==> config.mk <==
export PLATFORM = sky130hd
export DESIGN_NAME = fp_ext_pipe_flat
export DESIGN_NICKNAME = d
export VERILOG_FILES = /design/src/rtl/fp_ext_pipe_if.sv /design/src/rtl/fp_ext_pipe.sv /design/src/flat_wrapper.sv
export SDC_FILE = /design/constraint.sdc
export NUM_CORES = 1
export LEC_CHECK = 0
export BUFFER_PORTS_ARGS = -buffer_cell sky130_fd_sc_hd__clkbuf_2
export CORE_MARGIN = 10
export CORE_UTILIZATION = 30
export CTS_BUF_LIST = sky130_fd_sc_hd__clkbuf_4 sky130_fd_sc_hd__clkbuf_8 sky130_fd_sc_hd__clkbuf_16
export CTS_CLUSTER_DIAMETER = 200
export CTS_CLUSTER_SIZE = 25
export DETAILED_ROUTE_END_ITERATION = 6
export MAX_ROUTING_LAYER = met4
export PLACE_DENSITY = 0.54
export SKIP_LAST_GASP = 1
export SLEW_MARGIN = 20
export SYNTH_ARGS = -nofsm -noshare
export SYNTH_HDL_FRONTEND = slang
export SYNTH_SLANG_ARGS = --single-unit
==> constraint.sdc <==
create_clock -name clock -period 16.1 [get_ports clock]
set_clock_uncertainty 0.15 [all_clocks]
set_input_delay 0 -clock clock [delete_from_list [all_inputs] [get_ports clock]]
set_output_delay 0 -clock clock [all_outputs]
set_load 0.05 [all_outputs]
==> src/rtl/fp_ext_pipe_if.sv <==
// Handshake and payload bundle for fp_ext_pipe: operand pair in, extended/classified pair out.
interface fp_ext_pipe_if;
   logic        in_valid;
   logic        in_ready;
   logic [31:0] data1;
   logic [31:0] data2;
   logic [1:0]  fmt;
   logic [2:0]  rm;
   logic        out_valid;
   logic        out_ready;
   logic [31:0] out_data1;
   logic [31:0] out_data2;
   logic [32:0] ext1;
   logic [32:0] ext2;
   logic [9:0]  class1;
   logic [9:0]  class2;
   logic [1:0]  out_fmt;
   logic [2:0]  out_rm;

   modport slave (
      input  in_valid, data1, data2, fmt, rm, out_ready,
      output in_ready, out_valid, out_data1, out_data2, ext1, ext2,
             class1, class2, out_fmt, out_rm
   );

   modport master (
      output in_valid, data1, data2, fmt, rm, out_ready,
      input  in_ready, out_valid, out_data1, out_data2, ext1, ext2,
             class1, class2, out_fmt, out_rm
   );
endinterface

==> src/rtl/fp_ext_pipe.sv <==
// binary32 operand extension + fclass stage feeding the FP min/max unit.
// Optional macro FP_EXT_DAZ_EN: denormals-are-zero (subnormals reported as signed zero, no LZC).
module fp_ext_pipe #(
   parameter int PIPE = 2
) (
   input  logic clock,
   input  logic reset,
   input  logic clear,
   fp_ext_pipe_if.slave bus
);

   typedef struct packed {
      logic [31:0] data1;
      logic [31:0] data2;
      logic [9:0]  class1;
      logic [9:0]  class2;
      logic [1:0]  fmt;
      logic [2:0]  rm;
   } s1_t;

   typedef struct packed {
      logic [31:0] data1;
      logic [31:0] data2;
      logic [32:0] ext1;
      logic [32:0] ext2;
      logic [9:0]  class1;
      logic [9:0]  class2;
      logic [1:0]  fmt;
      logic [2:0]  rm;
   } out_t;

   function automatic logic [9:0] fclass(input logic [31:0] x);
      logic [9:0] c;
      c = '0;
      if (x[30:23] == 8'hFF) begin
         if (x[22:0] == '0) c[x[31] ? 0 : 7] = 1'b1;
         else               c[x[22] ? 9 : 8] = 1'b1;
      end else if (x[30:23] == 8'h00) begin
`ifdef FP_EXT_DAZ_EN
         c[x[31] ? 3 : 4] = 1'b1;
`else
         if (x[22:0] == '0) c[x[31] ? 3 : 4] = 1'b1;
         else               c[x[31] ? 2 : 5] = 1'b1;
`endif
      end else begin
         c[x[31] ? 1 : 6] = 1'b1;
      end
      return c;
   endfunction

`ifndef FP_EXT_DAZ_EN
   function automatic logic [4:0] lzc23(input logic [22:0] m);
      logic       found;
      logic [4:0] n;
      found = 1'b0;
      n     = 5'd0;
      for (int i = 22; i >= 0; i--) begin
         if (m[i])        found = 1'b1;
         else if (!found) n = n + 5'd1;
      end
      return n;
   endfunction
`endif

   // Subnormals are renormalised below the smallest normal exponent (129) so
   // that ext[31:0] stays monotonic in magnitude across the normal/subnormal edge.
   function automatic logic [32:0] extend(input logic [31:0] x);
      logic [32:0] r;
`ifndef FP_EXT_DAZ_EN
      logic [4:0]  lz;
      logic [22:0] sh;
`endif
      r = {x[31], 32'h0};
      if (x[30:23] == 8'hFF) begin
         r = {x[31], 9'd383, x[22:0]};
      end else if (x[30:23] != 8'h00) begin
         r = {x[31], {1'b0, x[30:23]} + 9'd128, x[22:0]};
`ifndef FP_EXT_DAZ_EN
      end else if (x[22:0] != '0) begin
         lz = lzc23(x[22:0]);
         sh = x[22:0] << lz;
         r  = {x[31], 9'd128 - {4'd0, lz}, sh[21:0], 1'b0};
`endif
      end
      return r;
   endfunction

   function automatic s1_t classify_pair(input logic [31:0] d1, input logic [31:0] d2,
                                         input logic [1:0] f, input logic [2:0] r);
      s1_t p;
      p.data1  = d1;
      p.data2  = d2;
      p.class1 = fclass(d1);
      p.class2 = fclass(d2);
      p.fmt    = f;
      p.rm     = r;
      return p;
   endfunction

   function automatic out_t normalise_pair(input s1_t p);
      out_t o;
      o.data1  = p.data1;
      o.data2  = p.data2;
      o.ext1   = extend(p.data1);
      o.ext2   = extend(p.data2);
      o.class1 = p.class1;
      o.class2 = p.class2;
      o.fmt    = p.fmt;
      o.rm     = p.rm;
      return o;
   endfunction

   logic out_valid_q, out_valid_d;
   out_t out_q, out_d;
   logic out_load;
   s1_t  in_pkt;

   assign out_load = !out_valid_q | bus.out_ready;
   assign in_pkt   = classify_pair(bus.data1, bus.data2, bus.fmt, bus.rm);

   generate
      if (PIPE == 1) begin : g_one
         logic in_fire;
         assign bus.in_ready = out_load;
         assign in_fire      = bus.in_valid & out_load;

         // NOTE: defaults first so every path assigns every output; no latches.
         always_comb begin
            out_valid_d = out_valid_q;
            out_d       = out_q;
            if (out_load) out_valid_d = in_fire;
            if (in_fire)  out_d       = normalise_pair(in_pkt);
            if (clear)    out_valid_d = 1'b0;
         end
      end else begin : g_two
         logic s1_valid_q, s1_valid_d;
         s1_t  s1_q, s1_d;
         logic s1_advance, in_ready_w, in_fire;

         assign s1_advance   = s1_valid_q & out_load;
         assign in_ready_w   = !s1_valid_q | s1_advance;
         assign in_fire      = bus.in_valid & in_ready_w;
         assign bus.in_ready = in_ready_w;

         always_comb begin
            s1_valid_d  = s1_valid_q;
            s1_d        = s1_q;
            out_valid_d = out_valid_q;
            out_d       = out_q;
            if (in_ready_w) s1_valid_d  = in_fire;
            if (in_fire)    s1_d        = in_pkt;
            if (out_load)   out_valid_d = s1_valid_q;
            if (s1_advance) out_d       = normalise_pair(s1_q);
            if (clear) begin
               s1_valid_d  = 1'b0;
               out_valid_d = 1'b0;
            end
         end

         always_ff @(posedge clock or negedge reset) begin
            if (!reset) begin
               s1_valid_q <= 1'b0;
               s1_q       <= '0;
            end else begin
               s1_valid_q <= s1_valid_d;
               s1_q       <= s1_d;
            end
         end
      end
   endgenerate

   // NOTE: sequential state uses non-blocking assignments only.
   always_ff @(posedge clock or negedge reset) begin
      if (!reset) begin
         out_valid_q <= 1'b0;
         out_q       <= '0;
      end else begin
         out_valid_q <= out_valid_d;
         out_q       <= out_d;
      end
   end

   assign bus.out_valid = out_valid_q;
   assign bus.out_data1 = out_q.data1;
   assign bus.out_data2 = out_q.data2;
   assign bus.ext1      = out_q.ext1;
   assign bus.ext2      = out_q.ext2;
   assign bus.class1    = out_q.class1;
   assign bus.class2    = out_q.class2;
   assign bus.out_fmt   = out_q.fmt;
   assign bus.out_rm    = out_q.rm;

endmodule

==> src/flat_wrapper.sv <==
// flat-port wrapper written by rule: the top's interface ports become plain ports
module fp_ext_pipe_flat 
#(
   parameter int PIPE = 2
)
  (clock, reset, clear, bus_in_valid, bus_data1, bus_data2, bus_fmt, bus_rm, bus_out_ready, bus_in_ready, bus_out_valid, bus_out_data1, bus_out_data2, bus_ext1, bus_ext2, bus_class1, bus_class2, bus_out_fmt, bus_out_rm);
  fp_ext_pipe_if bus_i ();
  input  logic clock;
  input  logic reset;
  input  logic clear;
  input wire logic [$bits(bus_i.in_valid)-1:0] bus_in_valid;
  input wire logic [$bits(bus_i.data1)-1:0] bus_data1;
  input wire logic [$bits(bus_i.data2)-1:0] bus_data2;
  input wire logic [$bits(bus_i.fmt)-1:0] bus_fmt;
  input wire logic [$bits(bus_i.rm)-1:0] bus_rm;
  input wire logic [$bits(bus_i.out_ready)-1:0] bus_out_ready;
  output wire logic [$bits(bus_i.in_ready)-1:0] bus_in_ready;
  output wire logic [$bits(bus_i.out_valid)-1:0] bus_out_valid;
  output wire logic [$bits(bus_i.out_data1)-1:0] bus_out_data1;
  output wire logic [$bits(bus_i.out_data2)-1:0] bus_out_data2;
  output wire logic [$bits(bus_i.ext1)-1:0] bus_ext1;
  output wire logic [$bits(bus_i.ext2)-1:0] bus_ext2;
  output wire logic [$bits(bus_i.class1)-1:0] bus_class1;
  output wire logic [$bits(bus_i.class2)-1:0] bus_class2;
  output wire logic [$bits(bus_i.out_fmt)-1:0] bus_out_fmt;
  output wire logic [$bits(bus_i.out_rm)-1:0] bus_out_rm;
  assign bus_i.in_valid = bus_in_valid;
  assign bus_i.data1 = bus_data1;
  assign bus_i.data2 = bus_data2;
  assign bus_i.fmt = bus_fmt;
  assign bus_i.rm = bus_rm;
  assign bus_i.out_ready = bus_out_ready;
  assign bus_in_ready = bus_i.in_ready;
  assign bus_out_valid = bus_i.out_valid;
  assign bus_out_data1 = bus_i.out_data1;
  assign bus_out_data2 = bus_i.out_data2;
  assign bus_ext1 = bus_i.ext1;
  assign bus_ext2 = bus_i.ext2;
  assign bus_class1 = bus_i.class1;
  assign bus_class2 = bus_i.class2;
  assign bus_out_fmt = bus_i.out_fmt;
  assign bus_out_rm = bus_i.out_rm;
  fp_ext_pipe #(.PIPE(PIPE)) u_core (.clock(clock), .reset(reset), .clear(clear), .bus(bus_i));
endmodule
Yosys cells after proc, flatten, opt, wreduce, memory -nomap -nowiden
Cells that the tools add are included.
{ "totals": {"regBits": 246, "elab_cells": 658, "in_bits": 74, "output_inout_bits": 157} }
{ "op_classes": {"add_sub_neg": 48, "bitwise": 4, "reduce_logical": 22, "n_eq_ne": 4, "n_mux": 542, "shifts": 2, "magnitude_cmp": 20} }
{ "op_table": {"columns": ["cell", "n"], "rows": [
  ["$mux W5", 272],
  ["$ge A32 B1 Y1 const B", 10],
  ["$lt A32 B6 Y1 const B", 10],
  ["$mux W1", 238],
  ["$add A5 B1 Y5 const B", 44],
  ["$mux W32", 6],
  ["$mux W10", 8],
  ["$logic_not A23 Y1", 2],
  ["$reduce_bool A23 Y1", 2],
  ["$shl A23 B5 Y22", 2],
  ["$demux W1 S4", 10],
  ["$eq A8 B8 Y1 const B", 4],
  ["$mux W3", 8],
  ["$add A8 B8 Y9 const B", 2],
  ["$sub A8 B5 Y9 const A", 2],
  ["$logic_not A8 Y1", 2],
  ["$reduce_bool A8 Y1", 2],
  ["$logic_and A1 B1 Y1", 10],
  ["$reduce_bool A2 Y1", 2],
  ["$and A1 B1 Y1", 2],
  ["$logic_not A1 Y1", 2],
  ["$or A1 B1 Y1", 2]
]} }

Depth between registers and ports, before layout
Gate-level depths: netlist of the first run.
{ "logic_depth": {"depth_word": 163, "ltp_mapped": 71, "depth_no_buf": 69} }

Worst setup path before layout of the first run
No wires, ideal clock.
{ "synth_path": {"kind": "reg-to-reg", "start": "reg u_core.g_two.s1_q[45] (netlist bit)", "end": "reg u_core.out_q, in the netlist u_core.bus.ext2[10]", "arrival_ns": 11.110, "path_slack_ns": 4.714, "path_stages_with_launch": 69, "cell_sequence": "dfrtp_1 -> clkbuf_1 -> inv_1 -> a21oi_1 -> nor2_1 -> ha_1 -> nand2b_1 -> a211o_1 -> inv_1 -> ha_1 -> nor2_1 -> a211oi_1 -> o31ai_1 -> inv_1 -> nand2_1 -> o21ai_0 -> ha_1 -> mux2_2 -> (+33 left out) -> ha_1 -> nand2_1 -> nand2_1 -> ha_1 -> nor2b_1 -> xnor2_1 -> nor2_1 -> xnor2_1 -> or3_1 -> a21oi_1 -> xor2_1 -> clkbuf_1 -> mux2i_1 -> o211ai_1 -> mux2i_1 -> o21ai_0 -> a221oi_1 -> nor2_1"} }
{ "synth_via": {"elab_chain_len": 149} }
{ "synth_lines": {"columns": ["item", "line_no", "source"], "rows": [
  ["start: declaration", "fp_ext_pipe.sv:137", "s1_t s1_q, s1_d;"],
  ["start signal: assignment", "fp_ext_pipe.sv:163", "s1_q <= '0;"],
  ["start signal: assignment", "fp_ext_pipe.sv:166", "s1_q <= s1_d;"],
  ["$mux W5", "fp_ext_pipe.sv:58", "if (m[i]) found = 1'b1;"],
  ["$mux W5", "fp_ext_pipe.sv:79", "end else if (x[22:0] != '0) begin"],
  ["$mux W5", "fp_ext_pipe.sv:76", "end else if (x[30:23] != 8'h00) begin"],
  ["$mux W5", "fp_ext_pipe.sv:74", "if (x[30:23] == 8'hFF) begin"],
  ["$mux W5", "fp_ext_pipe.sv:153", "if (s1_advance) out_d = normalise_pair(s1_q);"],
  ["$add A5 B1 Y5", "fp_ext_pipe.sv:59", "else if (!found) n = n + 5'd1;"],
  ["$mux W5", "fp_ext_pipe.sv:59", null],
  ["$mux W5", "fp_ext_pipe.sv:58", null],
  ["(+133 left out)", null, null],
  ["$mux W5", "fp_ext_pipe.sv:79", null],
  ["$mux W5", "fp_ext_pipe.sv:76", null],
  ["$mux W5", "fp_ext_pipe.sv:74", null],
  ["$mux W5", "fp_ext_pipe.sv:153", null],
  ["$shl A23 B5 Y22", "fp_ext_pipe.sv:81", "sh = x[22:0] << lz;"],
  ["$mux W32 *", "fp_ext_pipe.sv:79", null],
  ["$mux W32 *", "fp_ext_pipe.sv:76", null],
  ["$mux W32 *", "fp_ext_pipe.sv:74", null],
  ["end signal: assignment", "fp_ext_pipe.sv:179", "out_q <= out_d;"],
  ["end: declaration", "fp_ext_pipe.sv:114", "out_t out_q, out_d;"]
]} }
Every way passes the cells marked *; elsewhere a longest branch is shown, timed or not. The select of a mux whose other input is x is not followed.
A chain may end at the register's enable or synchronous reset.

Final worst setup path of the first run
{ "layout_path": {"start": "reg u_core.g_two.s1_q[45] (netlist bit)", "end": "reg u_core.out_q, in the netlist u_core.bus.ext2[18]"} }
Same word-level chain as after synthesis.

==> summary.md, run 1 <==
| Metric | Value |
|---|---|
| Largest delay share family, worst path | compound AO/OA/AOI/OAI gates |
| TNS Setup | 0 ps |
| Post-synth top area share | 0.356 |
| Post-synth EDFFs | 0 |
| Num CTS Buffers | 13 |
| Vias in the first global route | 16,653 |
| Synth cell types | 93 |
| Cell taking the most area after synthesis | dfrtp_1 |
| Non-filler cells, final | 3,153 |
| GPL Wtd Cong | 0.897 |
| Syn Nets | 2,307 |
| Tmin final | 12,700 ps |
| Clock tree buffer depth | 3 |
| CTS tree | built |
| Final period utilization | 0.789 |
| PwrDens | 99.6 nW/um2 |
| # diodes | 0 |
| Ys Warns | 0 |
| Worst Max-Slew Pin Slew | 1060 ps |
| Final core occ | 0.355 |
| Area of the mapped netlist | 17,200 um2 |
| Net Sw Frac | 0.453 |
| Fin. Hold Viols | 0 |
| F_max | 0.0787 GHz |
| Mean Syn Cell Area | 7.83 um2 |
| Total global routing overflow | 0 |
| # H-tree levels | 1 |
| WL final | 64,900 um |
| Clk pin slew, worst setup/hold paths | 110 ps |
| Total of max-cap violations | 0 |
| Critical Path Slowest Stage Cell | dfrtp_1 |
| Post-CTS sizing | 0 |
| Number of core rows | 87 |
| Register area share after synthesis | 0.356 |
| Peak supply drop | 61.6 uV |
| Top FF cell, synth | dfrtp_1 |
| Largest net degree at the start of global routing | 90 |
| Psw | 905 uW |
| Post-CTS Hold Fix Bufs | 76 |
| Status | finished, final reports clean |
| Hold Path Class | primary input to register |
| Dpl hpwl | 48,300 um |
| Port Buffers | 230 |
| Crit path launch type | register |
| 1st-iter DRT viols | 1,456 |
| Share of total power in combinational logic | 0.423 |
| Slew Viols, Final | 0 |
| Antenna-violating nets left | 0 |
| Max-slew headroom | 0.291 |
| Full die area | 67,200 um2 |
| Final setup viols | 0 |
| Via Count | 16,760 |
| Die H | 259 um |
| Lkg Pwr | 9.48 nW |
| First-pass GRT wire length | 100,000 um |
| Die width | 259 um |
| Ranking of synthesized cells by area | dfrtp_1 36%, nand2_1 14%, mux2i_1 5.9% |
| TritonRoute pass-1 iters | 5 |
| Overall Global Routing Usage | 0.192 |
| Reg power frac | 0.394 |
| RSZ-0062 raised after global routing | false |
| Critical Path Max Stage Delay | 480 ps |
| Critical path capture point type | register |
| Core area | 56,500 um2 |
| Initial antenna violation count | 1 |
| Routed WL per cell | 20.6 um |
| CP Buf/Inv Count | 4 |
| Clk root buf | clkbuf_16 |
| Max FO, Critical Path | 14 |
| Layout cell share with drive strength beyond 1 | 0.143 |
| Number of setup buffers added after CTS | 0 |
| CP Data Arrival Time | 13,010 ps |
| Placed Cells | 3,062 |
| IO Pins | 231 |
| Initial Utilization | 0.304 |
| #FFs+latches synth | 244 |
| Internal power | 1.09 mW |
| Final-stage net count | 2,511 |
| Worst skew pair latency | 530 ps |
| Required time worst endpoint | 16,400 ps |
| DR vias/cell | 5.32 |
| # DRC | 0 |
| CTS Sinks | 244 |
| Area Growth Syn to Fin | 16.8% |
| Clk pwr share | 0.183 |
| Ys async rst share | 1.00 |
| Cell count after synthesis | 2,193 |
| Worst hold margin | 47.0 ps |
| WS Path Type | register to register |
==> final timing paths <==
path / to / slack (ps) / depth (start not counted) / from
setup / recovery: u_core.bus.ext2[18] / 3400 / 69 / u_core.g_two.s1_q[45]
hold / removal: u_core.g_two.s1_valid_q / 50 / 3 / clear
setup reg to reg: u_core.bus.ext2[18] / 3400 / 69 / u_core.g_two.s1_q[45]
hold reg to reg: u_core.bus.out_fmt[0] / 320 / 2 / u_core.g_two.s1_q[3]
max in group asynchronous: u_core.bus.class2[8] / 13820 / 5 / reset
min in group asynchronous: u_core.bus.out_data1[27] / 440 / 4 / reset
==> cell type report <==
cell class,count,area [um2]
multi-input cells,1762,10400
flip-flops and latches,244,6110
repair buffers,331,2130
clock buffers,13,325
clock inverters,2,17.5
fillers,5909,36400
well taps,756,946
inverters,45,169
==> per-layer routing <==
metal,track usage,vias to the layer above,share of wire
li1,-,7962,-
met1,0.272,8111,0.48
met2,0.279,605,0.43
met3,0.0402,82,0.075
met4,0.0365,0,0.018
met5,-,-,0
==> Yosys cell counts (all sizes together), types with 6 or more instances <==
master / number
o22ai: 17
mux2i: 102
and2: 16
xor2: 24
nor2: 168
inv: 43
or2: 7
nand3: 34
o31ai: 19
o21bai: 6
nand2b: 24
a21oi: 137
o2111ai: 6
nor4: 33
nor3b: 9
clkbuf: 109
o211ai: 13
a22oi: 13
o21ai: 137
xnor2: 50
dfrtp: 244
a221oi: 13
nor3: 34
o21a: 12
or3: 16
maj3: 7
ha: 40
a32oi: 8
nand2: 622
nand4: 14
buf: 33
a31oi: 11
mux2: 23
nor2b: 32
and3: 18
a21o: 10
xnor3: 13
a211oi: 16
==> worst min-delay path: stages <==
cell and delay [ps]:
dlygate4sd3_1 520, clkbuf_2 110, nor2_1 40
==> stage by stage <==
step / power (mW) / worst slack [ps] / area [um2]
floorplan: 1.37 / 4710 / 17200
global placement: 1.62 / 3960 / 18900
detailed placement: 1.63 / 3500 / 18900
CTS: 2.02 / 3460 / 20100
global route: 2.12 / 1980 / 20100
finish: 2.00 / 3400 / 20100
==> power by group through the flow <==
stage	Sequential, mW	Combinational (mW)	Clock (mW)
global placement	0.797	0.822	0
global route	0.797	0.922	0.402
floorplan	0.947	0.421	0
CTS	0.786	0.846	0.385
finish	0.788	0.846	0.365
detailed placement	0.797	0.828	0
==> placed cells by master, fill, tap and decap left out, types with 14 or more instances in the layout <==
cell,synthesis,routed
nand2_1,620,619
dfrtp_1,244,244
clkbuf_2,0,229
nor2_1,166,165
a21oi_1,136,136
o21ai_0,127,127
mux2i_1,101,101
dlygate4sd3_1,0,75
inv_1,42,42
xnor2_1,44,42
ha_1,40,40
nor3_1,33,33
nand3_1,33,33
nor2b_1,32,31
nor4_1,31,29
buf_4,5,25
nand2b_1,24,23
mux2_2,22,22
xor2_1,23,22
o31ai_1,19,19
and3_1,17,17
o22ai_1,17,17
or3_1,16,16
nand4_1,14,14
a211oi_1,14,14
and2_1,15,14
==> sequential cells by signal, summed over array words and instances, names as in the netlist <==
signal                   cells
u_core.g_two.s1_q           89
u_core.bus.class1           10
u_core.bus.ext1             33
u_core.bus.out_fmt           2
u_core.bus.out_rm            3
u_core.bus.out_valid         1
u_core.bus.class2           10
u_core.bus.out_data2        31
u_core.g_two.s1_valid_q      1
u_core.bus.ext2             33
u_core.bus.out_data1        31
==> logic make-up after synthesis <==
logic type / count (synthesis) / synth area share
AND/OR/NAND/NOR: 1046 / 0.268
AO/OA/AOI/OAI: 456 / 0.164
flip-flops: 244 / 0.356
buffers and inverters: 187 / 0.0440
multiplexers: 125 / 0.0748
XOR/XNOR: 88 / 0.0602
adder cells (fa/ha/maj): 47 / 0.0332
(Power assumes the default switching activity.)
==> inputs of run 2 (changes only) <==
==> constraint.sdc (replaced) <==
create_clock -name clock -period 12.8 [get_ports clock]
set_clock_uncertainty 0.15 [all_clocks]
set_input_delay 0 -clock clock [delete_from_list [all_inputs] [get_ports clock]]
set_output_delay 0 -clock clock [all_outputs]
set_load 0.05 [all_outputs]
==> run 2 against run 1 <==
  * Design area increased by 1.6%
  * Highest routed layer unchanged
  * Critical endpoint is now u_core.bus.ext2[21]
  * Clock power increased by 28%
  * Critical path depth shrank 1
  * Global-route usage up 0.28 points
  * Total power grew 28%
==> summary.md, run 2 (synthesis results as in run 1) <==
| Metric | Value |
|---|---|
| IO Pins | 231 |
| RSZ-0062 raised after global routing | false |
| GPL Wtd Cong | 0.918 |
| Initial Utilization | 0.304 |
| Post-DP Area | 19,000 um2 |
| Overall Global Routing Usage | 0.195 |
| # H-tree levels | 1 |
| Initial antenna violation count | 2 |
| Antenna-violating nets left | 0 |
| TNS Setup | 0 ps |
| Largest net degree at the start of global routing | 143 |
| Clk root buf | clkbuf_16 |
| Hold Path Class | primary input to register |
| Critical Path Max Stage Delay | 490 ps |
| Final period utilization | 0.928 |
| Crit path launch type | register |
| CTS Sinks | 244 |
| Area Growth Syn to Fin | 18.7% |
| Fin worst setup slack | 928 ps |
| Max FFs per register | 89 |
| Routed WL per cell | 20.8 um |
| Critical path capture point type | register |
| Lkg Pwr | 9.61 nW |
| Required time worst endpoint | 13,110 ps |
| Full die area | 67,200 um2 |
| Psw | 1.16 mW |
| Via Count | 16,810 |
| Total of max-cap violations | 0 |
| Max FO, Critical Path | 8 |
| Fin. Hold Viols | 0 |
| 1st-iter DRT viols | 1,360 |
| Die width | 259 um |
| Clk pin slew, worst setup/hold paths | 110 ps |
| Num CTS Buffers | 13 |
| Placed Cells | 3,069 |
| Most frequent CP cell | ha_1 |
| Critical Path Slowest Stage Cell | dfrtp_2 |
| Tmin final | 11,870 ps |
| Final instance area | 20,400 um2 |
| CP Buf/Inv Count | 4 |
| Internal power | 1.40 mW |
| Reg power frac | 0.386 |
| Non-filler cells, final | 3,180 |
| Net Sw Frac | 0.454 |
| Core area | 56,500 um2 |
| Final-stage net count | 2,535 |
| Total global routing overflow | 0 |
| Vias in the first global route | 16,478 |
| Biggest register | u_core.g_two.s1_q |
| # DRC | 0 |
| Peak supply drop | 72.1 uV |
| Dpl hpwl | 48,400 um |
| Most frequent cells in the layout | 619 x nand2_1, 240 x dfrtp_1, 229 x clkbuf_2, 162 x nor2_1, 132 x a21oi_1 |
| Final setup viols | 0 |
| Layout cell share with drive strength beyond 1 | 0.161 |
| Final core occ | 0.361 |
| DR vias/cell | 5.29 |
| Worst skew pair latency | 530 ps |
| Status | finished, final reports clean |
| F_max | 0.0842 GHz |
| WL final | 66,100 um |
| PwrDens | 125 nW/um2 |
| CTS tree | built |
| Slew Viols, Final | 0 |
| Clk pwr share | 0.183 |
| Largest delay share family, worst path | compound AO/OA/AOI/OAI gates |
| First-pass GRT wire length | 101,000 um |
| Port Buffers | 230 |
| TritonRoute pass-1 iters | 5 |
| Die H | 259 um |
| CP Data Arrival Time | 12,190 ps |
| Worst Max-Slew Pin Slew | 1040 ps |
| Share of total power in combinational logic | 0.432 |
| Commonest non-fill, non-tap cell in the layout | nand2_1 |
| Number of core rows | 87 |
| WS Path Type | register to register |
| Pre-CTS WS | 240 ps |
| Max-slew headroom | 0.304 |
| Clock tree buffer depth | 3 |
-- run 2: repair_timing --
item | 4_1_cts | 5_1_grt
resized for setup | 0 | 36
buffers inserted | 0 | 16
hold endpoints to repair | 193 | 0
setup endpoints to repair | 0 | 29
hold buffers | 76 | 0
-- run 2: worst paths after layout --
| kind | from | endpoint | slack (ps) | cells past startpoint |
|---|---|---|---|---|
| min in group asynchronous | reset | u_core.bus.class2[3] | 440 | 3 |
| max in group asynchronous | reset | u_core.bus.ext1[20] | 10420 | 4 |
| worst max register to register | u_core.g_two.s1_q[44] | u_core.bus.ext2[21] | 930 | 68 |
| worst min register to register | u_core.g_two.s1_q[4] | u_core.bus.out_fmt[1] | 320 | 2 |
| worst max-delay path | u_core.g_two.s1_q[44] | u_core.bus.ext2[21] | 930 | 68 |
| worst min-delay path | clear | u_core.g_two.s1_valid_q | 60 | 3 |
-- run 2: area by class of cell --
cell class	count	area, um2
Tap cell	756	946
Timing Repair Buffer	355	2320
Clock buffer	13	325
Inverter	45	169
Sequential cell	244	6110
Antenna cell	3	7.51
Clock inverter	2	17.5
Multi-Input combinational cell	1762	10500
Fill cell	5876	36100
-- run 2: through the flow --
step                      total power [mW]  hold WS [ps]
after floorplan                       1.72          -446
after global placement                2.04         -37.1
after detailed placement              2.05         -28.7
after CTS                             2.55          7.76
after global routing                  2.71          64.0
final                                 2.56          57.7
-- run 2: power groups by stage --
| stage | Clock (mW) | Sequential (mW) | Combinational [mW] |
|---|---|---|---|
| floorplan | 0 | 1.19 | 0.529 |
| global placement | 0 | 0.998 | 1.05 |
| detailed placement | 0 | 0.999 | 1.05 |
| CTS | 0.491 | 0.985 | 1.08 |
| global route | 0.509 | 0.998 | 1.20 |
| finish | 0.466 | 0.986 | 1.10 |
-- run 2: layer usage --
layer / up-vias / global-route usage / wire length, um / part of all wire
li1: 8006 / - / - / -
met1: 8184 / 0.272 / 31600 / 0.48
met2: 554 / 0.288 / 28200 / 0.43
met3: 66 / 0.0425 / 5040 / 0.076
met4: 0 / 0.0352 / 1190 / 0.018
met5: - / - / 0 / 0
-- run 2: worst min-delay path, cell delays in order --
cell and delay, ps:
dlygate4sd3_1 540, clkbuf_2 120, nor2_1 40
==> inputs of run 3 (changes only) <==
--- a/config.mk
+++ b/config.mk
@@ -6,14 +6,15 @@
 export NUM_CORES = 1
 export LEC_CHECK = 0
 export BUFFER_PORTS_ARGS = -buffer_cell sky130_fd_sc_hd__clkbuf_2
+export CAP_MARGIN = 20
 export CORE_MARGIN = 10
-export CORE_UTILIZATION = 30
+export CORE_UTILIZATION = 55
 export CTS_BUF_LIST = sky130_fd_sc_hd__clkbuf_4 sky130_fd_sc_hd__clkbuf_8 sky130_fd_sc_hd__clkbuf_16
 export CTS_CLUSTER_DIAMETER = 200
 export CTS_CLUSTER_SIZE = 25
 export DETAILED_ROUTE_END_ITERATION = 6
 export MAX_ROUTING_LAYER = met4
-export PLACE_DENSITY = 0.54
+export PLACE_DENSITY = 0.84
 export SKIP_LAST_GASP = 1
 export SLEW_MARGIN = 20
 export SYNTH_ARGS = -nofsm -noshare
==> run 3 against run 2 <==
  * The run now ends with hold timing left
  * First-iteration DRC count increased by 43%
  * Clock-buffer cell count unchanged
  * Sequential share of layout area is 0.81 points higher
  * Worst hold slack worse by 110 ps
  * Total power is 1.6% lower
  * Setup slack lost 270 ps
  * Combinational power is essentially flat
  * Sequential cell count stayed put
  * Via count is 3.6% higher
  * Sequential power about the same
  * Global-route usage up 11 points
==> summary.md, run 3 (synthesis results as in run 1) <==
| Metric | Value |
|---|---|
| F_max | 0.0823 GHz |
| GRT busiest layer | met2 |
| IO Pins | 231 |
| Clk root buf | clkbuf_16 |
| CTS Sinks | 244 |
| Worst hold margin | -49.1 ps |
| Peak supply drop | 114 uV |
| Final period utilization | 0.949 |
| Reg2Reg Depth | 65 |
| WS Path Type | register to register |
| TritonRoute pass-1 iters | 6 |
| R2r setup slk | 660 ps |
| Final instance area | 19,800 um2 |
| GR Layer Usage met3 | 0.0543 |
| Crit path launch type | register |
| Share of total power in combinational logic | 0.429 |
| Internal power | 1.39 mW |
| Biggest register | u_core.g_two.s1_q |
| TNS Setup | 0 ps |
| First-pass GRT wire length | 93,600 um |
| Max-slew headroom | 0.252 |
| Status | finished, violations left |
| Psw | 1.12 mW |
| CTS tree | built |
| Critical Path Max Stage Delay | 430 ps |
| Critical path capture point type | register |
| PwrDens | 127 nW/um2 |
| Violations in the final reports | hold timing |
| Reg power frac | 0.393 |
| Total of max-cap violations | 0 |
| Clk pin slew, worst setup/hold paths | 120 ps |
| Crit path from | u_core.g_two.s1_q[45] |
| Tmin final | 12,140 ps |
| Worst skew pair latency | 510 ps |
| Most frequent cells in the layout | 619 x nand2_1, 240 x dfrtp_1, 229 x clkbuf_2, 162 x nor2_1, 134 x a21oi_1 |
| Fin worst setup slack | 655 ps |
| Area Growth Syn to Fin | 15.5% |
| CP Data Arrival Time | 12,410 ps |
| Hold Path Class | primary input to asynchronous set/reset pin |
| Routed WL per cell | 21.2 um |
| Die H | 197 um |
| Overall Global Routing Usage | 0.302 |
| Port Buffers | 230 |
| Met2 GRT Util | 0.458 |
| Net Sw Frac | 0.447 |
| Vias in the first global route | 16,813 |
| DR vias/cell | 6.21 |
| Core area | 30,700 um2 |
| Initial antenna violation count | 1 |
| RR Startpoint | u_core.g_two.s1_q[45] |
| Die width | 197 um |
| WL final | 59,500 um |
| Dpl hpwl | 41,500 um |
| 1st-iter DRT viols | 1,948 |
| Final setup viols | 0 |
| Required time worst endpoint | 13,070 ps |
| Slew Viols, Final | 0 |
| Most frequent CP cell | ha_1 |
| Critical Path Slowest Stage Cell | dfrtp_2 |
| Full die area | 38,700 um2 |
| Largest net degree at the start of global routing | 105 |
| Number of core rows | 64 |
| Via Count | 17,410 |
| # H-tree levels | 1 |
| Clk pwr share | 0.178 |
| Clock tree buffer depth | 3 |
| # DRC | 0 |
| GPL Wtd Cong | 0.988 |
| Initial Utilization | 0.560 |
| Final core occ | 0.647 |
| Fin. Hold Viols | 15 |
| Max FO, Critical Path | 12 |
| Post-DP Area | 18,500 um2 |
| Num CTS Buffers | 13 |
| Pre-CTS WS | 259 ps |
| Layout cell share with drive strength beyond 1 | 0.155 |
| Lkg Pwr | 9.55 nW |
| Antenna-violating nets left | 0 |
| Max FFs per register | 89 |
| # fillers | 2,571 |
| Total global routing overflow | 0 |
| Commonest non-fill, non-tap cell in the layout | nand2_1 |
| RR Endpoint | u_core.bus.ext2[18] |
| GR Layer Usage met1 | 0.402 |
| Final-stage net count | 2,523 |
| Worst Max-Slew Pin Slew | 1120 ps |
## run 3: area by class of cell
cell class                 instances  area (um2)  area share
antenna                            1        2.50    0.000126
tap                              396         495      0.0250
inverter                          45         169     0.00851
clock buffer                      13         325      0.0164
timing repair buffer             343        2230       0.112
multi-input combinational       1762       10500       0.529
clock inverter                     1        8.76    0.000441
sequential                       244        6110       0.308
## run 3: how the worst max path moves through the flow
| stage | to | slack (ps) | cells after the start |
|---|---|---|---|
| after global placement | u_core.bus.ext2[21] | 910 | 70 |
| after CTS | u_core.bus.ext2[21] | 170 | 70 |
| after global routing | u_core.bus.ext2[10] | -180 | 64 |
| final | u_core.bus.ext2[18] | 660 | 65 |
| after floorplan | u_core.bus.ext2[10] | 1410 | 68 |
| after detailed placement | u_core.bus.ext2[10] | 260 | 69 |
## run 3: stage by stage
step | std cells | hold WS (ps) | power (mW)
CTS | 2793 | 7.63 | 2.48
floorplan | 2193 | -446 | 1.72
detailed placement | 2704 | -52.0 | 2.02
global route | 2805 | 36.0 | 2.64
global placement | 2704 | -53.4 | 2.00
finish | 2805 | -49.1 | 2.52
## run 3: timing repair
| action | in CTS | in global routing |
|---|---|---|
| hold buffers | 75 | 0 |
| resized for setup | 0 | 33 |
| setup buffers | 0 | 10 |
| hold endpoints to repair | 193 | 0 |
| setup endpoints to repair | 0 | 32 |
## run 3: routing by layer
layer  wire, um  vias to the layer above  part of all wire
met3       5550                      182             0.093
met2      26800                      909              0.45
met1      25000                     8334              0.42
li1           -                     7985                 -
met4       2220                        0             0.037
met5          0                        -                 0
## run 3: worst max-delay path: cells and delay by family (launching register included)
| family | cells | cell delay [ps] |
|---|---|---|
| AOI/OAI and AO/OA | 19 | 3730 |
| adders and majority gates | 11 | 3040 |
| muxes | 12 | 1850 |
| and+or+nand+nor | 15 | 1710 |
| buffers and inverters | 5 | 660 |
| xor gates and xnor gates | 3 | 490 |
| DFF | 1 | 430 |
## run 3: power by group through the flow
| stage | sequential [mW] | combinational, mW | clock, mW |
|---|---|---|---|
| after floorplan | 1.19 | 0.529 | 0 |
| after global placement | 0.991 | 1.01 | 0 |
| after detailed placement | 0.993 | 1.02 | 0 |
| after CTS | 0.980 | 1.04 | 0.452 |
| after global routing | 0.996 | 1.16 | 0.475 |
| final | 0.988 | 1.08 | 0.447 |
